**src/rtl/chimp_game_ctrl.sv**
```systemverilog
// Chimp-test game controller: owns the 3x3 board, fills it from an LFSR,
// moves the cursor, judges selections and serves a registered per-pixel cell lookup.
module chimp_game_ctrl #(
    parameter int           START_COUNT = 3,
    parameter int           WIN_CYCLES  = 100_000_000,
    parameter logic [15:0]  SEED        = 16'hACE1
) (
    input  logic       clk,
    input  logic       reset,
    input  logic       btn_up,
    input  logic       btn_down,
    input  logic       btn_left,
    input  logic       btn_right,
    input  logic       btn_sel,
    input  logic [9:0] x,
    input  logic [9:0] y,
    output logic [1:0] row,
    output logic [1:0] col,
    output logic [3:0] number,
    output logic [1:0] p_row,
    output logic [1:0] p_col,
    output logic [1:0] state,
    output logic [3:0] level
);

    // Buttons are single-cycle pulses; each is acted on only in the cycle it is high,
    // there is no ready/back-pressure, and at most one action is taken per cycle.
    typedef enum logic [2:0] {
        S_CLEAR,
        S_FILL,
        S_SHOW,
        S_HIDE,
        S_WIN,
        S_LOSE
    } fsm_e;

    localparam logic [3:0]  START_N  = 4'(START_COUNT);
    localparam logic [31:0] WIN_LAST = 32'(WIN_CYCLES - 1);

    fsm_e        state_q, state_d;
    logic [15:0] lfsr_q, lfsr_d;
    logic [3:0]  board_q [9];
    logic [3:0]  board_d [9];
    logic [3:0]  level_q, level_d;
    logic [3:0]  k_q, k_d;
    logic [3:0]  exp_q, exp_d;
    logic [31:0] cnt_q, cnt_d;
    logic [1:0]  pr_q, pr_d;
    logic [1:0]  pc_q, pc_d;
    logic [1:0]  row_q, col_q;
    logic [3:0]  number_q;

    logic [1:0]  row_c, col_c;
    logic [3:0]  pix_idx;
    logic [3:0]  cur_idx;
    logic [3:0]  cand;

    function automatic logic [1:0] inc3(input logic [1:0] v);
        return (v == 2'd2) ? 2'd0 : v + 2'd1;
    endfunction

    function automatic logic [1:0] dec3(input logic [1:0] v);
        return (v == 2'd0) ? 2'd2 : v - 2'd1;
    endfunction

    assign lfsr_d  = {lfsr_q[14:0], lfsr_q[15] ^ lfsr_q[13] ^ lfsr_q[12] ^ lfsr_q[10]};
    assign cand    = lfsr_q[3:0];
    assign cur_idx = {2'b00, pr_q} * 4'd3 + {2'b00, pc_q};

    assign col_c   = (x >= 10'd426) ? 2'd2 : (x >= 10'd213) ? 2'd1 : 2'd0;
    assign row_c   = (y >= 10'd320) ? 2'd2 : (y >= 10'd160) ? 2'd1 : 2'd0;
    assign pix_idx = {2'b00, row_c} * 4'd3 + {2'b00, col_c};

    always_comb begin
        state_d = state_q;
        level_d = level_q;
        k_d     = k_q;
        exp_d   = exp_q;
        cnt_d   = cnt_q;
        pr_d    = pr_q;
        pc_d    = pc_q;
        board_d = board_q;
        case (state_q)
            S_CLEAR: begin
                for (int i = 0; i < 9; i++) board_d[i] = 4'd0;
                k_d     = 4'd1;
                state_d = S_FILL;
            end
            S_FILL: begin
                if (cand < 4'd9 && board_q[cand] == 4'd0) begin
                    board_d[cand] = k_q;
                    if (k_q == level_q) begin
                        exp_d   = 4'd1;
                        state_d = S_SHOW;
                    end else begin
                        k_d = k_q + 4'd1;
                    end
                end
            end
            // expect is never 0 here, so selecting an empty cell always loses.
            S_SHOW, S_HIDE: begin
                if (btn_sel) begin
                    if (board_q[cur_idx] == exp_q) begin
                        board_d[cur_idx] = 4'd0;
                        exp_d            = exp_q + 4'd1;
                        if (exp_q == level_q) begin
                            cnt_d   = 32'd0;
                            state_d = S_WIN;
                        end else begin
                            state_d = S_HIDE;
                        end
                    end else begin
                        state_d = S_LOSE;
                    end
                end else if (btn_up) begin
                    pr_d = dec3(pr_q);
                end else if (btn_down) begin
                    pr_d = inc3(pr_q);
                end else if (btn_left) begin
                    pc_d = dec3(pc_q);
                end else if (btn_right) begin
                    pc_d = inc3(pc_q);
                end
            end
            S_WIN: begin
                if (cnt_q == WIN_LAST) begin
                    level_d = (level_q >= 4'd9) ? 4'd9 : level_q + 4'd1;
                    state_d = S_CLEAR;
                end else begin
                    cnt_d = cnt_q + 32'd1;
                end
            end
            S_LOSE: begin
                if (btn_sel) begin
                    level_d = START_N;
                    state_d = S_CLEAR;
                end
            end
            default: state_d = S_CLEAR;
        endcase
    end

    always_ff @(posedge clk) begin
        if (reset) begin
            state_q  <= S_CLEAR;
            lfsr_q   <= SEED;
            for (int i = 0; i < 9; i++) board_q[i] <= 4'd0;
            level_q  <= START_N;
            k_q      <= 4'd1;
            exp_q    <= 4'd1;
            cnt_q    <= 32'd0;
            pr_q     <= 2'd0;
            pc_q     <= 2'd0;
            row_q    <= 2'd0;
            col_q    <= 2'd0;
            number_q <= 4'd0;
        end else begin
            state_q  <= state_d;
            lfsr_q   <= lfsr_d;
            board_q  <= board_d;
            level_q  <= level_d;
            k_q      <= k_d;
            exp_q    <= exp_d;
            cnt_q    <= cnt_d;
            pr_q     <= pr_d;
            pc_q     <= pc_d;
            row_q    <= row_c;
            col_q    <= col_c;
            number_q <= board_q[pix_idx];
        end
    end

    always_comb begin
        case (state_q)
            S_SHOW:  state = 2'd0;
            S_HIDE:  state = 2'd1;
            S_WIN:   state = 2'd2;
            default: state = 2'd3;
        endcase
    end

    assign row    = row_q;
    assign col    = col_q;
    assign number = number_q;
    assign p_row  = pr_q;
    assign p_col  = pc_q;
    assign level  = level_q;

endmodule

```
**config.mk**
```make
export PLATFORM = sky130hd
export DESIGN_NAME = chimp_game_ctrl
export DESIGN_NICKNAME = d
export VERILOG_FILES = /design/src/rtl/chimp_game_ctrl.sv
export SDC_FILE = /design/constraint.sdc
export NUM_CORES = 1
export LEC_CHECK = 0
export ABC_AREA = 0
export CAP_MARGIN = 20
export CORE_MARGIN = 8
export CORE_UTILIZATION = 50
export CTS_CLUSTER_DIAMETER = 120
export DETAILED_ROUTE_END_ITERATION = 16
export GPL_TIMING_DRIVEN = 0
export PLACE_DENSITY = 0.73
export SYNTH_ARGS = -nofsm -noshare
export SYNTH_HDL_FRONTEND = slang
export SYNTH_SLANG_ARGS = --single-unit
```
**constraint.sdc**
```tcl
create_clock -name clk -period 12.15 [get_ports clk]
set_input_delay 1.8225 -clock clk [delete_from_list [all_inputs] [get_ports clk]]
set_output_delay 1.8225 -clock clk [all_outputs]
set_load 0.01 [all_outputs]
```
==> results by stage <==
Power and ir drop:
- The leakage component of the power is 2.40 nW.
- The worst-case IR drop observed on VDD is 0.0823 mV.
- The design draws 1.11 mW.
- The sequential fraction of design power is 36.0%.
- The total power divided by cell area is 153 mW/mm^2.
- Summed over all nets, the switching power comes to 0.424 mW.
- The internal power component is 0.687 mW.
- Per report_power, the clock group accounts for 28.5% of the total.
- The combinational share of power is 35.5%.
- The net switching share of the total power is 38.2%.

Logic synthesis:
- The biggest area contributor in the post-synthesis netlist is sky130_fd_sc_hd__dfxtp_1.
- Sorting the synthesized cells by area gives the leading types as sky130_fd_sc_hd__dfxtp_1, sky130_fd_sc_hd__a21oi_1, sky130_fd_sc_hd__mux4_2, sky130_fd_sc_hd__mux2i_1, sky130_fd_sc_hd__ha_1.
- The average instance in the mapped netlist occupies 8.54 um^2.
- The mapped netlist covers 0.00634 mm^2.
- For this run, the leading register cell type out of synthesis is sky130_fd_sc_hd__dfxtp_1.
- The number of distinct library cells after synthesis is 62.
- Synthesis produced 743 cells.
- The fraction of synthesized cell area taken by the top area cell type is 35.0%.
- The post-synth net total is 790.
- Counting flops with an async set or reset pin after synthesis yields a share of 0%.
- The number of warnings reported in the yosys synthesis log is 0.
- The register bit count reported by yosys is 111.
- The number of synthesized flops with an enable pin is 0.
- The portion of the post-synthesis area used by sequential elements is 35.0%.

Setup path:
- The number of cells on the worst reg-to-reg path is 13.
- The timing endpoint of the critical path is board_q[34].
- The launching instance or port of the critical path is p_row[0].
- The kind of launch point of the worst setup path is a flop.
- The worst setup path is of the reg2reg kind.
- For the worst setup path, the data required time is 12.41 ns.
- STA puts the critical path data arrival time at 5.09 ns.
- The launch point of the worst reg-to-reg path is p_row[0].
- STA classifies the critical path endpoint as a flop.
- The destination of the worst register-to-register timing path is board_q[34].
- The flop-to-flop setup slack is 7.32 ns.
- The biggest fanout along the worst timing path is 10.

CTS:
- The number of setup buffers added after CTS is 0.
- In this run the deepest clock path goes through 2 buffers.
- For the worst-skew pair, the clock arrives at the later sink with an insertion delay of 0.37 ns.
- The tree is rooted in a sky130_fd_sc_hd__clkbuf_16.
- The number of clock buffers inserted by TritonCTS is 9.
- The maximum level of the CTS H-tree is 3.
- In this run, post-CTS hold repair placed 0 buffers.
- The clock transition at the registers of the reported paths is 0.08 ns.
- The clock net sink count is 111.
- The number of gates resized after CTS was 0.
- The CTS tree is built.

Global routing:
- The number of global-route vias before repair was 5880.
- The first-pass GRT wire length is 30500 um.
- The number of antenna violations at the first check in global routing is 0.
- Global routing finished with a remaining overflow of 0.
- Entering global routing, the biggest net connects 19 pins.
- Global routing consumed, over all layers together, 23.2% of the routing resources.

Floorplan:
- The die is 129 um wide.
- The number of top-level design ports is 45.
- Once the floorplan was initialized, standard cells occupied 50.7% of the core.
- The placeable core region is 0.0125 mm^2.
- The die covers 0.0166 mm^2.
- The die span in y is 129 um.
- Row generation in the floorplan step produced 41 rows.

Cells and area:
- The number of nets in the final layout is 841.
- Relative to the synthesized area, the layout overhead comes to 14.6%.
- Leaving out fill and tap cells, the most frequent cells in the layout are sky130_fd_sc_hd__dfxtp_1, sky130_fd_sc_hd__a21oi_1, sky130_fd_sc_hd__nand2_1.
- Of the cells placed in the final design, the portion with a size suffix greater than 1 is 6.51%.
- The layout has 1183 filler cells.
- The area of all sequential standard cells is 0.00222 mm^2.
- The area of combinational cells with multiple inputs is 0.00381 mm^2.
- The most common cell after layout, fill and taps aside is sky130_fd_sc_hd__dfxtp_1.
- The number of antenna diodes is 0.
- The post-route cell area is 0.00727 mm^2.

Drt:
- The number of optimization iterations in the first detailed-route pass is 6.
- The violation count after the first detailed-routing iteration is 669.
- The per-cell via count in the routed design is 6.35.
- The routed design has 19000 um of wire.
- The residual DRC count is 0.
- In this run the remaining antenna-violating nets after routing total 0.
- The total number of vias is 6168.
- Dividing the detail-routed wire length by the instance count gives 19.6 um.

STA:
- After routing, the total negative slack on setup checks comes to 0 ns.
- The count of final hold-check violations was 0.
- The transition time of the tightest slew-check pin is 0.881 ns.
- Static timing analysis puts the maximum clock frequency at 207 MHz.
- The clock period minus worst slack is 4.83 ns.
- The number of max-slew violations in the final report is 0.
- The final count of negative-setup-slack endpoints is 0.
- The final clock skew is 0.00765 ns.
- The final worst-path cycle share is 39.7%.
- The relative slew slack is 40.8%.
- Setup repair after global routing left no endpoint under its margin.
- Across all setup checks in the final design, the least slack found is 7.32 ns.

Hold path:
- The type of the most critical hold path is reg2reg.

Outcome:
- The flow ran to the end, and the final reports show no timing, DRC or antenna violations.

Flow run:
- Max-cap violations in this run came to 0.

Placement:
- The worst slack after detailed placement is 7.14 ns.
- At the end of routability-driven placement, the weighted congestion stood at 0.990.
- The cell area after placement is 0.00695 mm^2.
- The placed wire-length estimate is 13900 um.
- Buffers placed on the I/O ports in this run total 39.
-- sequential cells by signal, indices dropped and copies added, names as in the netlist --
register,flops
board_q,36
cnt_q,32
lfsr_q,16
exp_q,4
k_q,4
level,4
number,4
state_q,3
col,2
p_col,2
p_row,2
row,2
-- worst min-delay path by stage --
stage / cells past startpoint / slack (ns) / start / to
detailed placement: 1 / 0.39 / lfsr_q[14] / lfsr_q[15]
finish: 1 / 0.41 / lfsr_q[14] / lfsr_q[15]
floorplan: 1 / 0.39 / lfsr_q[9] / lfsr_q[10]
global route: 1 / 0.43 / lfsr_q[14] / lfsr_q[15]
CTS: 1 / 0.41 / lfsr_q[14] / lfsr_q[15]
global placement: 1 / 0.40 / lfsr_q[9] / lfsr_q[10]
-- per-stage QoR --
step	utilization, %	hold slack, ns	std cells
floorplan	-	0.389	743
global placement	55.5	0.395	954
detailed placement	55.5	0.394	954
CTS	58.1	0.410	970
global route	58.1	0.431	971
finish	58.1	0.410	971
-- logic make-up (layout without fill, tap and decap cells) --
family          count (synthesis)  count (layout)  synth area share [%]
fa+ha+maj                      20              20                  4.30
simple gates                  279             279                  23.2
buf+inv                        73             129                  4.97
compound gates                200             200                  20.8
flops                         111             111                  35.0
xor+xnor                       18              18                  2.48
mux                            42              42                  9.19
-- cells in the mapped netlist, drive strengths merged, types with 9 or more instances --
cell and instances:
nor2b 13, a21oi 62, clkbuf 36, nor3 34, or3 10, mux4 13
and3 11, o21ai 39, dfxtp 111, nand2b 12, inv 23, o2bb2ai 15
nor4 14, or4 18, nand3 30, buf 14, or2 9, o31ai 18
nor2 47, nand2 54, xor2 10, mux2i 29, ha 17
-- worst max-delay path, cell delays in order (launching register included) --
cell and delay (ns):
sky130_fd_sc_hd__dfxtp_1 0.42, sky130_fd_sc_hd__inv_1 0.13, sky130_fd_sc_hd__fa_1 0.56, sky130_fd_sc_hd__inv_1 0.09, sky130_fd_sc_hd__ha_1 0.13, sky130_fd_sc_hd__inv_1 0.05
sky130_fd_sc_hd__fa_1 0.48, sky130_fd_sc_hd__clkbuf_1 0.46, sky130_fd_sc_hd__mux4_2 0.63, sky130_fd_sc_hd__xnor2_1 0.20, sky130_fd_sc_hd__a32oi_2 0.19, sky130_fd_sc_hd__o31ai_1 0.78
sky130_fd_sc_hd__a21oi_1 0.28, sky130_fd_sc_hd__a22o_1 0.31
-- layer usage --
metal / track usage [%] / vias up / share of wire, %
met2: 35.5 / 307 / 45
met1: 30.6 / 2951 / 43
met3: 5.17 / 41 / 8.9
met5: 0 / - / 0
met4: 10.9 / 0 / 3.0
li1: - / 2869 / -
-- final cells by class --
class | instances | area share (%)
multi-input combinational | 559 | 52.3
clock buffer | 11 | 3.47
tap | 172 | 2.96
sequential | 111 | 30.6
buffer | 50 | 3.15
clock inverter | 5 | 0.895
timing repair buffer | 40 | 5.44
inverter | 23 | 1.19
-- power by group through the flow --
| stage | registers [mW] | clock network, mW | logic [mW] |
|---|---|---|---|
| after floorplan | 0.403 | 0 | 0.266 |
| after global placement | 0.407 | 0 | 0.372 |
| after detailed placement | 0.408 | 0 | 0.380 |
| after CTS | 0.399 | 0.320 | 0.382 |
| after global routing | 0.402 | 0.334 | 0.424 |
| final | 0.399 | 0.317 | 0.394 |
Power figures use the tool's default switching activity.
